File: config.mk
export PLATFORM = sky130hd
export DESIGN_NAME = bsg_manycore_link_sif_drain
export DESIGN_NICKNAME = d
export VERILOG_FILES = /design/src/rtl/bsg_manycore_pkg.sv /design/src/rtl/bsg_counter_up_down.sv /design/src/rtl/bsg_manycore_link_sif_drain.sv
export SDC_FILE = /design/constraint.sdc
export NUM_CORES = 1
export LEC_CHECK = 0
export BUFFER_PORTS_ARGS = -buffer_cell sky130_fd_sc_hd__clkbuf_2
export CAP_MARGIN = 20
export CORE_AREA = 2 2 248 250
export DETAILED_ROUTE_END_ITERATION = 16
export DIE_AREA = 0 0 250 252
export PLACE_DENSITY_LB_ADDON = 0.05
export SYNTH_ARGS = -nofsm -noshare
export SYNTH_HDL_FRONTEND = slang
export SYNTH_HIERARCHICAL = 1
export SYNTH_SLANG_ARGS = --single-unit
File: constraint.sdc
create_clock -name clk_i -period 8.6 [get_ports clk_i]
set_input_delay 1.29 -clock clk_i [delete_from_list [all_inputs] [get_ports clk_i]]
set_output_delay 1.29 -clock clk_i [all_outputs]
set_load 0.03 [all_outputs]
File: src/rtl/bsg_manycore_pkg.sv
// Shared manycore link definitions: drain FSM state encoding and the packet
// and link_sif width helpers used to size flat link_sif ports.
package bsg_manycore_pkg;

  typedef enum logic [1:0] {
    eLinkDrainRun     = 2'd0,
    eLinkDrainDrain   = 2'd1,
    eLinkDrainDrained = 2'd2
  } bsg_manycore_link_drain_state_e;

  localparam int bsg_manycore_reg_id_width_gp   = 5;
  localparam int bsg_manycore_op_width_gp       = 2;
  localparam int bsg_manycore_ret_type_width_gp = 2;

  // Request packet: addr, data, byte mask, opcode, reg id, src and dst coords.
  function automatic int bsg_manycore_packet_width(input int addr_w, input int data_w,
                                                   input int x_w, input int y_w);
    return addr_w + data_w + (data_w / 8) + bsg_manycore_op_width_gp
         + bsg_manycore_reg_id_width_gp + 2 * (x_w + y_w);
  endfunction

  // Return packet: data, reg id, return type, destination coords.
  function automatic int bsg_manycore_return_packet_width(input int data_w,
                                                          input int x_w, input int y_w);
    return data_w + bsg_manycore_reg_id_width_gp + bsg_manycore_ret_type_width_gp + x_w + y_w;
  endfunction

  // link_sif = {fwd {v, packet, ready_and_rev}, rev {v, return packet, ready_and_rev}}.
  function automatic int bsg_manycore_link_sif_width(input int addr_w, input int data_w,
                                                     input int x_w, input int y_w);
    return bsg_manycore_packet_width(addr_w, data_w, x_w, y_w)
         + bsg_manycore_return_packet_width(data_w, x_w, y_w) + 4;
  endfunction

endpackage

File: src/rtl/bsg_counter_up_down.sv
// Up/down counter with synchronous active-high reset; caller guarantees the
// count stays within 0..max_val_p.
module bsg_counter_up_down #(
  parameter int max_val_p  = 32,
  parameter int init_val_p = 0,
  parameter int max_step_p = 1,
  localparam int width_lp  = $clog2(max_val_p + 1),
  localparam int step_w_lp = $clog2(max_step_p + 1)
) (
  input  logic                 clk_i,
  input  logic                 reset_i,
  input  logic [step_w_lp-1:0] up_i,
  input  logic [step_w_lp-1:0] down_i,
  output logic [width_lp-1:0]  count_o
);

  // Apply the net step each cycle; reset loads the initial value.
  always_ff @(posedge clk_i) begin
    if (reset_i) begin
      count_o <= width_lp'(init_val_p);
    end else begin
      count_o <= count_o + width_lp'(up_i) - width_lp'(down_i);
    end
  end

endmodule

File: src/rtl/bsg_manycore_link_sif_drain.sv
// Quiesce / outstanding-request tracker on one manycore link between the mesh
// edge and the SDR link converter. Outbound requests are gated by a registered
// allow; all other channels pass straight through.
module bsg_manycore_link_sif_drain
  import bsg_manycore_pkg::*;
#(
  parameter int addr_width_p   = 28,
  parameter int data_width_p   = 32,
  parameter int x_cord_width_p = 7,
  parameter int y_cord_width_p = 7,
  parameter int max_out_p      = 32,
  localparam int link_sif_width_lp =
    bsg_manycore_link_sif_width(addr_width_p, data_width_p, x_cord_width_p, y_cord_width_p),
  localparam int cnt_w_lp = $clog2(max_out_p + 1)
) (
  input  logic                         clk_i,
  input  logic                         reset_n_i,
  input  logic [link_sif_width_lp-1:0] mesh_link_sif_i,
  output logic [link_sif_width_lp-1:0] mesh_link_sif_o,
  input  logic [link_sif_width_lp-1:0] sdr_link_sif_i,
  output logic [link_sif_width_lp-1:0] sdr_link_sif_o,
  input  logic                         drain_req_i,
  output logic                         drained_o,
  output logic [cnt_w_lp-1:0]          outstanding_o,
  output logic                         error_o
);

  localparam int fwd_w_lp =
    bsg_manycore_packet_width(addr_width_p, data_width_p, x_cord_width_p, y_cord_width_p);
  localparam int rev_w_lp =
    bsg_manycore_return_packet_width(data_width_p, x_cord_width_p, y_cord_width_p);
  localparam logic [cnt_w_lp-1:0] max_cnt_lp = cnt_w_lp'(max_out_p);

  typedef struct packed {
    logic                v;
    logic [fwd_w_lp-1:0] data;
    logic                ready_and_rev;
  } link_fwd_s;

  typedef struct packed {
    logic                v;
    logic [rev_w_lp-1:0] data;
    logic                ready_and_rev;
  } link_rev_s;

  typedef struct packed {
    link_fwd_s fwd;
    link_rev_s rev;
  } link_sif_s;

  link_sif_s w_mesh_i, w_mesh_o, w_sdr_i, w_sdr_o;

  bsg_manycore_link_drain_state_e r_state;
  logic                r_drained;
  logic                r_error;
  logic [cnt_w_lp-1:0] w_count;
  logic [cnt_w_lp-1:0] w_count_next;
  logic                w_allow;
  logic                w_up;
  logic                w_ret;
  logic                w_down;
  logic                w_cnt_zero;
  logic                w_next_zero;

  assign w_mesh_i = mesh_link_sif_i;
  assign w_sdr_i  = sdr_link_sif_i;
  assign mesh_link_sif_o = w_mesh_o;
  assign sdr_link_sif_o  = w_sdr_o;

  // allow is built only from registered state so drain_req_i never reaches a link output.
  assign w_allow = (r_state == eLinkDrainRun) & (w_count != max_cnt_lp);

  // Outbound requests (mesh -> sdr), gated.
  assign w_sdr_o.fwd.v               = w_mesh_i.fwd.v & w_allow;
  assign w_sdr_o.fwd.data            = w_mesh_i.fwd.data;
  assign w_mesh_o.fwd.ready_and_rev  = w_sdr_i.fwd.ready_and_rev & w_allow;

  // Inbound requests (sdr -> mesh), ungated.
  assign w_mesh_o.fwd.v              = w_sdr_i.fwd.v;
  assign w_mesh_o.fwd.data           = w_sdr_i.fwd.data;
  assign w_sdr_o.fwd.ready_and_rev   = w_mesh_i.fwd.ready_and_rev;

  // Outbound returns (mesh -> sdr), ungated.
  assign w_sdr_o.rev.v               = w_mesh_i.rev.v;
  assign w_sdr_o.rev.data            = w_mesh_i.rev.data;
  assign w_mesh_o.rev.ready_and_rev  = w_sdr_i.rev.ready_and_rev;

  // Returns for our outbound requests (sdr -> mesh), ungated.
  assign w_mesh_o.rev.v              = w_sdr_i.rev.v;
  assign w_mesh_o.rev.data           = w_sdr_i.rev.data;
  assign w_sdr_o.rev.ready_and_rev   = w_mesh_i.rev.ready_and_rev;

  // A return arriving with nothing outstanding is a stray: flagged, not counted.
  assign w_up         = w_mesh_i.fwd.v & w_sdr_i.fwd.ready_and_rev & w_allow;
  assign w_ret        = w_sdr_i.rev.v & w_mesh_i.rev.ready_and_rev;
  assign w_cnt_zero   = (w_count == '0);
  assign w_down       = w_ret & ~w_cnt_zero;
  assign w_count_next = w_count + cnt_w_lp'(w_up) - cnt_w_lp'(w_down);
  assign w_next_zero  = (w_count_next == '0);

  bsg_counter_up_down #(
    .max_val_p  (max_out_p),
    .init_val_p (0),
    .max_step_p (1)
  ) counter (
    .clk_i   (clk_i),
    .reset_i (~reset_n_i),
    .up_i    (w_up),
    .down_i  (w_down),
    .count_o (w_count)
  );

  assign outstanding_o = w_count;
  assign drained_o     = r_drained;
  assign error_o       = r_error;

  // Drain FSM with registered drained flag and sticky underflow error.
  always_ff @(posedge clk_i) begin
    if (!reset_n_i) begin
      r_state   <= eLinkDrainRun;
      r_drained <= 1'b0;
      r_error   <= 1'b0;
    end else begin
      r_error <= r_error | (w_ret & w_cnt_zero);
      case (r_state)
        eLinkDrainRun: begin
          if (drain_req_i) begin
            if (w_next_zero) begin
              r_state   <= eLinkDrainDrained;
              r_drained <= 1'b1;
            end else begin
              r_state   <= eLinkDrainDrain;
            end
          end
        end
        eLinkDrainDrain: begin
          if (!drain_req_i) begin
            r_state <= eLinkDrainRun;
          end else if (w_next_zero) begin
            r_state   <= eLinkDrainDrained;
            r_drained <= 1'b1;
          end
        end
        eLinkDrainDrained: begin
          if (!drain_req_i) begin
            r_state   <= eLinkDrainRun;
            r_drained <= 1'b0;
          end
        end
        default: begin
          r_state   <= eLinkDrainRun;
          r_drained <= 1'b0;
        end
      endcase
    end
  end

endmodule

# After elaboration in Yosys (flattened, before gate mapping)

Index checks and enable logic that the tools add are counted.

Register bits: 10
Word-level logic and storage cells: 40
Input port bits: 315

Add/subtract/negate cells: 2
Multiplexer cells: 10
Reduce and logical (&&, ||, !) cells: 6
Bitwise operators: 10
Equal/unequal tests: 8

Operator list:

| kind                 | number |
|---|---|
| $logic_not A6 Y1     | 2 |
| $mux W2              | 5 |
| $and A1 B1 Y1        | 8 |
| $add A6 B1 Y6        | 1 |
| $ne A6 B6 Y1 const B | 1 |
| $pmux W2 S3          | 1 |
| $reduce_and A3 Y1    | 2 |
| $sub A6 B1 Y6        | 1 |
| $ne A2 B1 Y1 const B | 2 |
| $ne A2 B2 Y1 const B | 2 |
| $mux W1              | 3 |
| $ne A3 B3 Y1 const B | 1 |
| $eq A2 B1 Y1 const B | 1 |
| $eq A2 B2 Y1 const B | 1 |
| $logic_not A2 Y1     | 1 |
| $pmux W1 S2          | 1 |
| $reduce_or A2 Y1     | 1 |
| $not A1 Y1           | 1 |
| $or A1 B1 Y1         | 1 |

# Logic depth before layout (Yosys ltp)

Gate-level depths: netlist (run 1).

Word-level depth: 9
Gate-level depth with buffers: 15

# By module

Netlist (run 1), hierarchy kept.

By module, submodules not included:

| module                      | cells each | sequential area each (µm²) | times used | area an instance (µm²) |
|---|---|---|---|---|
| bsg_manycore_link_sif_drain | 370        | 80.1                       | 1          | 2,815.2 |
| bsg_counter_up_down         | 43         | 120.1                      | 1          | 389.1 |

# Least setup slack after synthesis (run 1)

OpenSTA, ideal clock, no wires.

Kind: register to register
Start: register counter.count_o[2]
End: register r_state[1]
Required time: 8.543 ns
Arrival: 3.528 ns
Cell stages (with the launch flop): 15
Slack: 5.015 ns
Buffers on the path: 0
Cell sequence: dfxtp_1 > inv_1 > ha_1 > nor3b_1 > a211oi_1 > and2_1 > nand2_1 > ha_1 > inv_1 > ha_1 > fa_1 > xor2_1 > or3_1 > nor4_2 > a21o_2

Word-level cells in the longest chain between the ends: 9

RTL lines:

| what                   | RTL line                           | source |
|---|---|---|
| start, declared        | bsg_counter_up_down.sv:14          | `output logic [width_lp-1:0] count_o` |
| start signal, assigned | bsg_counter_up_down.sv:20          | `count_o <= width_lp'(init_val_p);` |
| start signal, assigned | bsg_counter_up_down.sv:22          | `count_o <= count_o + width_lp'(up_i) - width_lp'(down_i);` |
| $ne A6 B6 Y1           | bsg_manycore_link_sif_drain.sv:71  | `assign w_allow = (r_state == eLinkDrainRun) & (w_count != max_cnt_lp);` |
| $and A1 B1 Y1          | bsg_manycore_link_sif_drain.sv:71  |  |
| $and A1 B1 Y1          | bsg_manycore_link_sif_drain.sv:94  | `assign w_up = w_mesh_i.fwd.v & w_sdr_i.fwd.ready_and_rev & w_allow;` |
| $add A6 B1 Y6          | bsg_manycore_link_sif_drain.sv:98  | `assign w_count_next = w_count + cnt_w_lp'(w_up) - cnt_w_lp'(w_down);` |
| $sub A6 B1 Y6 (*)      | bsg_manycore_link_sif_drain.sv:98  |  |
| $logic_not A6 Y1 (*)   | bsg_manycore_link_sif_drain.sv:99  | `assign w_next_zero = (w_count_next == '0);` |
| $mux W2                | bsg_manycore_link_sif_drain.sv:128 | `if (w_next_zero) begin` |
| $mux W2                | bsg_manycore_link_sif_drain.sv:127 | `if (drain_req_i) begin` |
| $pmux W2 S3            | bsg_manycore_link_sif_drain.sv:125 | `case (r_state)` |
| end signal, assigned   | bsg_manycore_link_sif_drain.sv:129 | `r_state <= eLinkDrainDrained;` |
| end signal, assigned   | bsg_manycore_link_sif_drain.sv:132 | `r_state <= eLinkDrainDrain;` |
| end signal, assigned   | bsg_manycore_link_sif_drain.sv:138 | `r_state <= eLinkDrainRun;` |
| end, declared          | bsg_manycore_link_sif_drain.sv:53  | `bsg_manycore_link_drain_state_e r_state;` |

Every way passes the cells marked *; elsewhere a longest branch is shown, timed or not. The select of a mux whose other input is x is not followed.
A chain may end at the register's enable or synchronous reset.

# Worst setup path in the final report (run 1)

Start: register counter.count_o[2]
End: register r_drained (netlist: drained_o)

Word-level cells in the longest chain between the ends: 8

RTL lines:

| what                                   | RTL line                           | source |
|---|---|---|
| $ne A6 B6 Y1                           | bsg_manycore_link_sif_drain.sv:71  |  |
| $and A1 B1 Y1                          | bsg_manycore_link_sif_drain.sv:71  |  |
| $and A1 B1 Y1                          | bsg_manycore_link_sif_drain.sv:94  |  |
| $add A6 B1 Y6                          | bsg_manycore_link_sif_drain.sv:98  |  |
| $sub A6 B1 Y6 (*)                      | bsg_manycore_link_sif_drain.sv:98  |  |
| $logic_not A6 Y1 (*)                   | bsg_manycore_link_sif_drain.sv:99  |  |
| $ne A2 B1 Y1 (no source line) (*)      | --                                 |  |
| $reduce_and A3 Y1 (no source line) (*) | --                                 |  |
| end signal, assigned                   | bsg_manycore_link_sif_drain.sv:121 | `r_drained <= 1'b0;` |
| end signal, assigned                   | bsg_manycore_link_sif_drain.sv:130 | `r_drained <= 1'b1;` |
| end signal, assigned                   | bsg_manycore_link_sif_drain.sv:141 | `r_drained <= 1'b1;` |
| end, declared                          | bsg_manycore_link_sif_drain.sv:54  | `logic r_drained;` |

Every way passes the cells marked *; elsewhere a longest branch is shown, timed or not.

==> results.py, run 1 <==
metrics = {
    "placed_design": {
        "port_buffers": 18,
        "place_inst": 903,
        "place_congestion": 0.541,
        "dp_hpwl_um": 7510,
        "dp_slack_ns": 4.65,
    },
    "worst_setup_path": {
        "rr_worst_depth": 14,
        "critPathMaxFanout": 5,
        "reg2reg_from": "counter/count_o[2]$_SDFF_PP0_",
        "crit_arrival_ns": 3.92,
        "required_ns": 8.80,
        "worstSetupPathType": "register to register",
        "end_kind": "register",
        "critPathLaunchType": "register",
        "reg2reg_to": "drained_o$_SDFFE_PN0P_",
        "reg2reg_slack_ns": 4.88,
    },
    "clock_network": {
        "cts-root-buf": "clkbuf_16",
        "cts-htree-levels": 1,
        "max-clock-path-buffers": 2,
        "clk_latency_ns": 0.25,
        "clkSinkCount": 10,
        "hold_buffers": 0,
        "cts_tree": "yes",
        "cts_setup_buffers": 0,
        "cts_made_buffers": 3,
        "cts_resized": 0,
        "path_clk_slew_ns": 0.06,
    },
    "power_and_ir_drop": {
        "power.internal_uw": 275,
        "p_leak_uw": 0.000544,
        "power_frac_comb": 0.646,
        "pwr-share-clk": 0.189,
        "power.density_nw_per_um2": 268,
        "vdd_ir_drop_max_v": 0.0000636,
        "netSwitchingFraction": 0.496,
        "seqPwrFrac": 0.165,
        "switchingPower_uw": 271,
    },
    "synth": {
        "synth_cell_types": 34,
        "syn_nets": 745,
        "avgSynthCellArea_um2": 7.76,
        "synth_top_cell_area_share": 0.726,
        "syn_inst": 413,
        "synth_area_leaders": "buf_4 73%, dfxtp_1 6.2%, ha_1 5.9%",
        "ys_warn_count": 6,
        "ys_seq_area_frac": 0.0625,
        "ys_ff_latch": 10,
        "netlist_area_um2": 3200,
        "yosys.area.top_type": "buf_4",
    },
    "routing": {
        "met1Wirelength_um": 2370,
        "wl_met3_um": 2250,
        "dr.pass1.iters": 3,
        "drc_errors": 0,
        "dr_wl_met2_um": 3380,
        "num_vias": 1176,
        "drtIter0Drc": 60,
        "drt_wl_total_um": 8670,
        "ant_nets": 0,
        "via_per_inst": 1.30,
        "maxUsedRoutingLayer": "met4",
        "routedWlPerCell_um": 9.56,
    },
    "sta": {
        "fin_setup_tns_ns": 0,
        "drv_slew": 0,
        "slew_headroom": 0.524,
        "period_needed_ns": 3.72,
        "timing.fmax_mhz": 269,
        "setup_slack_ns": 4.88,
        "setup_violations": 0,
        "whs_ns": 0.501,
        "min_period_over_period": 0.433,
        "finalClockSkew_ns": 0.00814,
        "worstMarginPinSlew_ns": 0.712,
        "hold_viol_final": 0,
        "rsz0062_at_grt": "no",
    },
    "cells_and_area": {
        "final_common_cell": "inv_1",
        "layout-drive-gt1-share": 0.240,
        "fin_util": 0.0338,
        "final_cell_mix": "21 x inv_1, 18 x clkbuf_2, 15 x ha_1",
        "area_growth_pct": -36.5,
        "fillers": 7224,
        "n_antenna_cell": 0,
        "final-instance-count-excl-fill": 907,
        "final_nets": 458,
    },
    "die": {
        "die_width_um": 250,
        "start_util": 0.0533,
        "rows": 90,
        "core_area_um2": 60100,
        "io_pins": 635,
        "die_h_um": 252,
        "dieArea_um2": 63000,
    },
    "grt": {
        "grt_pass1_vias": 1341,
        "grt_pass1_wl_um": 11100,
        "gr-total-overflow": 0,
        "grt_max_degree": 8,
        "antenna_found_initial": 0,
        "track_usage": 0.0255,
    },
    "worst_hold_path": {
        "holdPathEnd": "r_state[0]$_SDFFE_PN0P_",
        "hold_class": "register to register",
        "hold_depth": 1,
        "min_from": "r_state[1]$_SDFFE_PN0P_",
    },
    "status": {
        "status": "finished, final reports clean",
    },
    "run": {
        "max-cap-violations": 0,
    },
}
[routing by layer]
metal  vias up  global-route usage
met5         -            0.000772
met4         0              0.0214
met3        88              0.0328
met2       225              0.0324
met1       469              0.0193
li1        394                   -
[sequential cells by signal, summed over array words and instances (netlist names)]
| signal | cells |
|---|---|
| error_o | 1 |
| drained_o | 1 |
| r_state | 2 |
| counter/count_o | 6 |
[final cells by class]
class	count	area, µm²	share of cell area
timing repair buffer	18	90.1	0.0443
sequential	10	200	0.0984
tap	782	978	0.481
inverter	21	78.8	0.0387
clock buffer	4	88.8	0.0437
multi-input combinational	72	598	0.294
[through the flow]
| stage | total power (µW) | cell area, µm² |
|---|---|---|
| 6_report | 546 | 2030 |
| 3_5_place_dp | 462 | 1950 |
| 4_1_cts | 574 | 2030 |
| 2_1_floorplan | 611 | 3200 |
| 5_1_grt | 614 | 2030 |
| 3_3_place_gp | 477 | 1950 |
[Yosys cell counts]
cell and instances:
a2111oi_2 1, a211oi_1 1, a21o_1 2, a21o_2 1
a21oi_1 6, a21oi_2 1, a32o_1 1, a41oi_1 1
and2_1 2, and4_2 1, buf_4 310, dfxtp_1 10
fa_1 2, ha_1 15, inv_1 21, mux2_2 1
nand2_1 6, nand3_1 3, nand4_1 1, nor2_1 6
nor2b_1 2, nor2b_4 1, nor3_1 2, nor3b_1 3
nor3b_2 1, nor4_1 1, nor4_2 1, o21ai_0 1
o21ai_1 1, o21bai_1 1, o32ai_1 1, or3_1 1
xnor2_1 2, xor2_1 3
[cell families after synthesis]
family / count (synthesis) / share of synthesized area
buffers and inverters: 331 / 0.751
and+or+nand+nor: 31 / 0.0578
AOI/OAI and AO/OA: 18 / 0.0406
adders and majority gates: 17 / 0.0711
DFF: 10 / 0.0625
muxes: 1 / 0.00351
xor gates and xnor gates: 5 / 0.0137
[power groups by stage]
stage          logic [µW]  registers, µW  clock network, µW
5_1_grt               406           97.3                111
3_3_place_gp          381           96.0                  0
3_5_place_dp          366           95.8                  0
4_1_cts               368           94.8                111
2_1_floorplan         504            107                  0
6_report              353           90.1                103
[critical path, cell delays in order (launching register included)]
cell and delay (ns):
dfxtp_1 0.37, inv_1 0.11, ha_1 0.16, nor3b_1 0.60
a211oi_1 0.22, and2_1 0.21, nand2_1 0.13, ha_1 0.15
inv_1 0.04, ha_1 0.20, fa_1 0.40, xor2_1 0.15
or3_1 0.35, nor4_2 0.40, a32o_1 0.18
[worst max-delay path by stage]
stage                                  startpoint                       to  slack [ns]
floorplan           counter/count_o[2]$_SDFF_PP0_  r_state[1]$_SDFFE_PN0P_        5.02
global placement    counter/count_o[2]$_SDFF_PP0_   drained_o$_SDFFE_PN0P_        4.64
detailed placement  counter/count_o[3]$_SDFF_PP0_   drained_o$_SDFFE_PN0P_        4.65
CTS                 counter/count_o[3]$_SDFF_PP0_   drained_o$_SDFFE_PN0P_        4.63
global route        counter/count_o[2]$_SDFF_PP0_   drained_o$_SDFFE_PN0P_        4.41
finish              counter/count_o[2]$_SDFF_PP0_   drained_o$_SDFFE_PN0P_        4.88
Note: power is estimated with default switching activity, not from simulation.
==> run 2, diff against run 1 <==
--- a/config.mk
+++ b/config.mk
@@ -7,9 +7,9 @@
 export LEC_CHECK = 0
 export BUFFER_PORTS_ARGS = -buffer_cell sky130_fd_sc_hd__clkbuf_2
 export CAP_MARGIN = 20
-export CORE_AREA = 2 2 248 250
+export CORE_AREA = 2 2 243 245
 export DETAILED_ROUTE_END_ITERATION = 16
-export DIE_AREA = 0 0 250 252
+export DIE_AREA = 0 0 245 247
 export PLACE_DENSITY_LB_ADDON = 0.05
 export SYNTH_ARGS = -nofsm -noshare
 export SYNTH_HDL_FRONTEND = slang
==> constraint.sdc (replaced) <==
create_clock -name clk_i -period 3.3 [get_ports clk_i]
set_input_delay 0.495 -clock clk_i [delete_from_list [all_inputs] [get_ports clk_i]]
set_output_delay 0.495 -clock clk_i [all_outputs]
set_load 0.03 [all_outputs]
==> run 2 against run 1 <==
Compared with the run above:
- worst hold slack better by 0.014 ns
- critical path depth increased by 1
- sequential share of layout area decreased by 0.72 points
- utilization is 0.48 points higher
- fmax up 15%
- combinational power increased to 3.6 times the previous value
- sequential cell count unchanged
- die area decreased by 3.9%
- register-to-register slack lost 4.8 ns
- global-route usage is 0.31 points higher
- power grew to 3.1 times the previous value
- critical path type unchanged
- largest power group unchanged
==> results.py, run 2 (synthesized netlist as in run 1, its figures left out) <==
metrics = {
    "worst_setup_path": {
        "critPathMaxFanout": 3,
        "crit_arrival_ns": 3.44,
        "critPathLaunchType": "register",
        "required_ns": 3.49,
        "end_kind": "register",
        "worstSetupPathType": "register to register",
    },
    "grt": {
        "antenna_found_initial": 0,
        "grt_pass1_vias": 1419,
        "gr-total-overflow": 0,
        "grt_pass1_wl_um": 12000,
        "track_usage": 0.0286,
        "grt_max_degree": 8,
    },
    "cells_and_area": {
        "area_growth_pct": -29.8,
        "n_antenna_cell": 0,
        "top_register": "counter/count_o",
        "final-instance-count-excl-fill": 913,
        "final_nets": 473,
        "reg_top3": "counter/count_o x6, r_state x2",
        "layout-drive-gt1-share": 0.436,
        "final_cell_mix": "18 x inv_1, 18 x clkbuf_2, 15 x buf_4",
        "largest_reg_flops": 6,
    },
    "die": {
        "rows": 89,
        "start_util": 0.0550,
        "die_width_um": 245,
        "die_h_um": 247,
        "io_pins": 635,
        "dieArea_um2": 60500,
        "core_area_um2": 58200,
    },
    "placed_design": {
        "port_buffers": 18,
        "place_inst": 908,
        "dp_hpwl_um": 8100,
        "place_congestion": 0.555,
        "dp_slack_ns": -0.170,
    },
    "power_and_ir_drop": {
        "p_leak_uw": 0.000633,
        "seqPwrFrac": 0.121,
        "pwr-share-clk": 0.141,
        "power.density_nw_per_um2": 763,
        "netSwitchingFraction": 0.486,
        "switchingPower_uw": 833,
        "power_frac_comb": 0.737,
        "vdd_ir_drop_max_v": 0.000146,
        "power.internal_uw": 883,
        "power_uw": 1720,
    },
    "clock_network": {
        "clk_latency_ns": 0.25,
        "hold_buffers": 0,
        "cts_tree": "yes",
        "cts-root-buf": "clkbuf_16",
        "path_clk_slew_ns": 0.05,
        "clkSinkCount": 10,
        "max-clock-path-buffers": 2,
        "cts_made_buffers": 3,
        "cts-htree-levels": 1,
    },
    "routing": {
        "drc_errors": 0,
        "dr.pass1.iters": 4,
        "drt_wl_total_um": 9220,
        "ant_nets": 0,
        "drtIter0Drc": 41,
        "via_per_inst": 1.30,
        "routedWlPerCell_um": 10.1,
        "num_vias": 1191,
    },
    "sta": {
        "finalClockSkew_ns": 0.00551,
        "rsz0062_at_grt": "yes",
        "drv_slew": 0,
        "worstMarginPinSlew_ns": 0.468,
        "whs_ns": 0.515,
        "timing.fmax_mhz": 308,
        "slew_headroom": 0.687,
        "period_needed_ns": 3.24,
        "setup_slack_ns": 0.0553,
        "setup_violations": 0,
        "min_period_over_period": 0.983,
        "hold_viol_final": 0,
    },
    "status": {
        "status": "finished, final reports clean",
    },
    "run": {
        "max-cap-violations": 0,
    },
    "worst_hold_path": {
        "hold_class": "register to register",
    },
}
[run 2: changes by cell type in the layout (fill, tap and decap cells not counted), sizes merged]
cell and delta:
buf +15
[run 2: worst paths after layout]
check	depth (start not counted)	to	from	slack, ns
worst max-delay path	15	drained_o$_SDFFE_PN0P_	counter/count_o[2]$_SDFF_PP0_	0.06
worst min-delay path	2	error_o$_SDFF_PN0_	error_o$_SDFF_PN0_	0.51
worst max register to register	15	drained_o$_SDFFE_PN0P_	counter/count_o[2]$_SDFF_PP0_	0.06
worst min register to register	2	error_o$_SDFF_PN0_	error_o$_SDFF_PN0_	0.51
[run 2: area by class of cell]
type | count | area (µm²)
well taps | 773 | 967
fillers | 6919 | 56000
flip-flops and latches | 10 | 205
inverters | 21 | 81.3
clock buffers | 4 | 78.8
repair buffers | 33 | 203
multi-input cells | 72 | 714
[run 2: power by group through the flow]
stage	clock (µW)	combinational (µW)	sequential, µW
6_report	243	1270	208
5_1_grt	262	1430	219
4_1_cts	258	1130	207
3_5_place_dp	0	1120	207
3_3_place_gp	0	1140	206
2_1_floorplan	0	1320	283
[run 2: routing by layer]
layer,track usage,part of all wire,vias up
li1,-,-,425
met1,0.0230,0.27,492
met2,0.0412,0.44,189
met3,0.0279,0.22,85
met4,0.0244,0.073,0
met5,0,0,-
[run 2: worst max-delay path, stage by stage, from the launching register on]
cell      delay [ns]
dfxtp_4         0.35
inv_4           0.04
ha_4            0.14
nor3b_4         0.15
a211oi_2        0.30
and2_4          0.21
nand2_4         0.05
ha_4            0.25
inv_2           0.04
ha_4            0.16
fa_2            0.37
xor2_1          0.15
or3_4           0.41
nor4_4          0.28
buf_4           0.16
a32o_1          0.12
[run 2: through the flow]
step	utilization	setup TNS, ns	cell area (µm²)
2_1_floorplan	-	0	3210
3_3_place_gp	0.0351	-0.621	2050
3_5_place_dp	0.0351	-0.479	2050
4_1_cts	0.0367	0	2140
5_1_grt	0.0386	-0.217	2250
6_report	0.0386	0	2250
[run 2: timing repair]
item	in CTS	in global routing
hold endpoints to repair	0	0
buffers inserted	0	1
pin swaps	2	10
gates resized for setup	2	20
endpoints found under the setup margin	3	3
gates cloned	0	0
==> run 3, diff against run 2 <==
--- a/config.mk
+++ b/config.mk
@@ -11,7 +11,9 @@
 export DETAILED_ROUTE_END_ITERATION = 16
 export DIE_AREA = 0 0 245 247
 export PLACE_DENSITY_LB_ADDON = 0.05
+export RECOVER_POWER = 25
 export SYNTH_ARGS = -nofsm -noshare
 export SYNTH_HDL_FRONTEND = slang
 export SYNTH_HIERARCHICAL = 1
 export SYNTH_SLANG_ARGS = --single-unit
+export TNS_END_PERCENT = 50
==> run 3 against run 2 <==
Compared with the run above:
- cell area stayed put
- die area unchanged
- highest routed layer unchanged
- clock skew did not move
==> results.py, run 3 (synthesized netlist as in run 1, its figures left out) <==
metrics = {
    "placed_design": {
        "place_congestion": 0.555,
        "dp_hpwl_um": 8100,
        "port_buffers": 18,
        "place_area_um2": 2050,
    },
    "worst_setup_path": {
        "rr_worst_depth": 15,
        "reg2reg_slack_ns": 0.06,
        "critPathLaunchType": "register",
        "end_kind": "register",
        "reg2reg_from": "counter/count_o[2]$_SDFF_PP0_",
        "reg2reg_to": "drained_o$_SDFFE_PN0P_",
        "critPathMaxFanout": 3,
        "worstSetupPathType": "register to register",
        "required_ns": 3.49,
        "crit_arrival_ns": 3.43,
    },
    "die": {
        "io_pins": 635,
        "die_h_um": 247,
        "die_width_um": 245,
        "dieArea_um2": 60500,
        "core_area_um2": 58200,
        "start_util": 0.0550,
        "rows": 89,
    },
    "cells_and_area": {
        "fillers": 6919,
        "n_antenna_cell": 0,
        "reg_top3": "counter/count_o x6, r_state x2",
        "top_register": "counter/count_o",
        "final_cell_mix": "18 x inv_1, 18 x clkbuf_2, 15 x buf_4",
        "final_area_um2": 2250,
        "fin_util": 0.0386,
        "seq_area_um2": 205,
        "layout-drive-gt1-share": 0.436,
        "area_growth_pct": -29.8,
        "multiInputGateArea_um2": 714,
        "final_nets": 473,
        "largest_reg_flops": 6,
    },
    "routing": {
        "routedWlPerCell_um": 10.1,
        "via_per_inst": 1.32,
        "drc_errors": 0,
        "num_vias": 1203,
        "drt_wl_total_um": 9220,
        "dr.pass1.iters": 4,
        "ant_nets": 0,
        "drtIter0Drc": 35,
    },
    "grt": {
        "antenna_found_initial": 0,
        "grt_pass1_wl_um": 12000,
        "grt_max_degree": 8,
        "grt_pass1_vias": 1419,
        "gr-total-overflow": 0,
        "track_usage": 0.0286,
    },
    "worst_hold_path": {
        "hold_class": "register to register",
        "min_from": "error_o$_SDFF_PN0_",
        "holdPathEnd": "error_o$_SDFF_PN0_",
        "hold_depth": 2,
    },
    "sta": {
        "rsz0062_at_grt": "yes",
        "timing.fmax_mhz": 309,
        "slew_headroom": 0.687,
        "period_needed_ns": 3.24,
        "hold_viol_final": 0,
        "whs_ns": 0.515,
        "fin_setup_tns_ns": 0,
        "finalClockSkew_ns": 0.00551,
        "setup_violations": 0,
        "drv_slew": 0,
        "min_period_over_period": 0.980,
        "worstMarginPinSlew_ns": 0.468,
    },
    "power_and_ir_drop": {
        "vdd_ir_drop_max_v": 0.000146,
        "power.internal_uw": 883,
        "netSwitchingFraction": 0.486,
        "seqPwrFrac": 0.122,
        "power_uw": 1720,
        "switchingPower_uw": 834,
        "power.density_nw_per_um2": 763,
        "power_frac_comb": 0.737,
        "pwr-share-clk": 0.141,
        "p_leak_uw": 0.000633,
    },
    "clock_network": {
        "clk_latency_ns": 0.25,
        "cts-root-buf": "clkbuf_16",
        "cts_tree": "yes",
        "clkSinkCount": 10,
        "max-clock-path-buffers": 2,
        "hold_buffers": 0,
        "cts-htree-levels": 1,
        "cts_made_buffers": 3,
        "path_clk_slew_ns": 0.05,
    },
    "status": {
        "status": "finished, final reports clean",
    },
    "run": {
        "max-cap-violations": 0,
    },
}
-- run 3: worst max-delay path by stage --
stage / start / to / slack (ns) / depth (start not counted)
finish: counter/count_o[2]$_SDFF_PP0_ / drained_o$_SDFFE_PN0P_ / 0.06 / 15
global route: counter/count_o[2]$_SDFF_PP0_ / drained_o$_SDFFE_PN0P_ / -0.09 / 15
CTS: counter/count_o[2]$_SDFF_PP0_ / drained_o$_SDFFE_PN0P_ / 0.01 / 16
detailed placement: counter/count_o[2]$_SDFF_PP0_ / drained_o$_SDFFE_PN0P_ / -0.17 / 15
global placement: counter/count_o[2]$_SDFF_PP0_ / drained_o$_SDFFE_PN0P_ / -0.21 / 15
floorplan: counter/count_o[3]$_SDFF_PP0_ / r_state[1]$_SDFFE_PN0P_ / 0.01 / 14
-- run 3: worst max-delay path, stage by stage, from the launching register on --
cell and delay, ns:
dfxtp_4 0.35, inv_4 0.04, ha_4 0.14, nor3b_4 0.15
a211oi_2 0.29, and2_4 0.21, nand2_4 0.05, ha_4 0.25
inv_2 0.04, ha_4 0.16, fa_2 0.37, xor2_1 0.15
or3_4 0.41, nor4_4 0.28, buf_4 0.16, a32o_1 0.12
-- run 3: power by group through the flow --
stage	combinational (µW)	clock [µW]	sequential, µW
2_1_floorplan	1320	0	283
3_3_place_gp	1140	0	206
3_5_place_dp	1120	0	207
4_1_cts	1130	258	207
5_1_grt	1430	262	219
6_report	1270	243	209
-- run 3: per-stage QoR --
stage | setup WS [ns] | std cells
6_report | 0.0646 | 913
3_3_place_gp | -0.213 | 908
5_1_grt | -0.0919 | 913
2_1_floorplan | 0.00989 | 413
3_5_place_dp | -0.170 | 908
4_1_cts | 0.00981 | 912
-- run 3: metal layers --
| metal | share of wire | routed length (µm) | track usage | vias up |
|---|---|---|---|---|
| met4 | 0.073 | 669 | 0.0244 | 0 |
| met1 | 0.27 | 2520 | 0.0230 | 500 |
| met5 | 0 | 0 | 0 | - |
| met2 | 0.44 | 4040 | 0.0412 | 193 |
| met3 | 0.22 | 1990 | 0.0279 | 85 |
| li1 | - | - | - | 425 |
-- run 3: final cells by class --
class,count,area share
well taps,773,0.430
repair buffers,33,0.0901
multi-input cells,72,0.318
clock buffers,4,0.0350
inverters,21,0.0362
flip-flops and latches,10,0.0912
-- run 3: timing repair --
| action | in CTS | in global routing |
|---|---|---|
| buffers inserted | 0 | 1 |
| pin swaps | 2 | 10 |
| resized for setup | 2 | 20 |
| cloned | 0 | 0 |
| setup endpoints to repair | 3 | 3 |
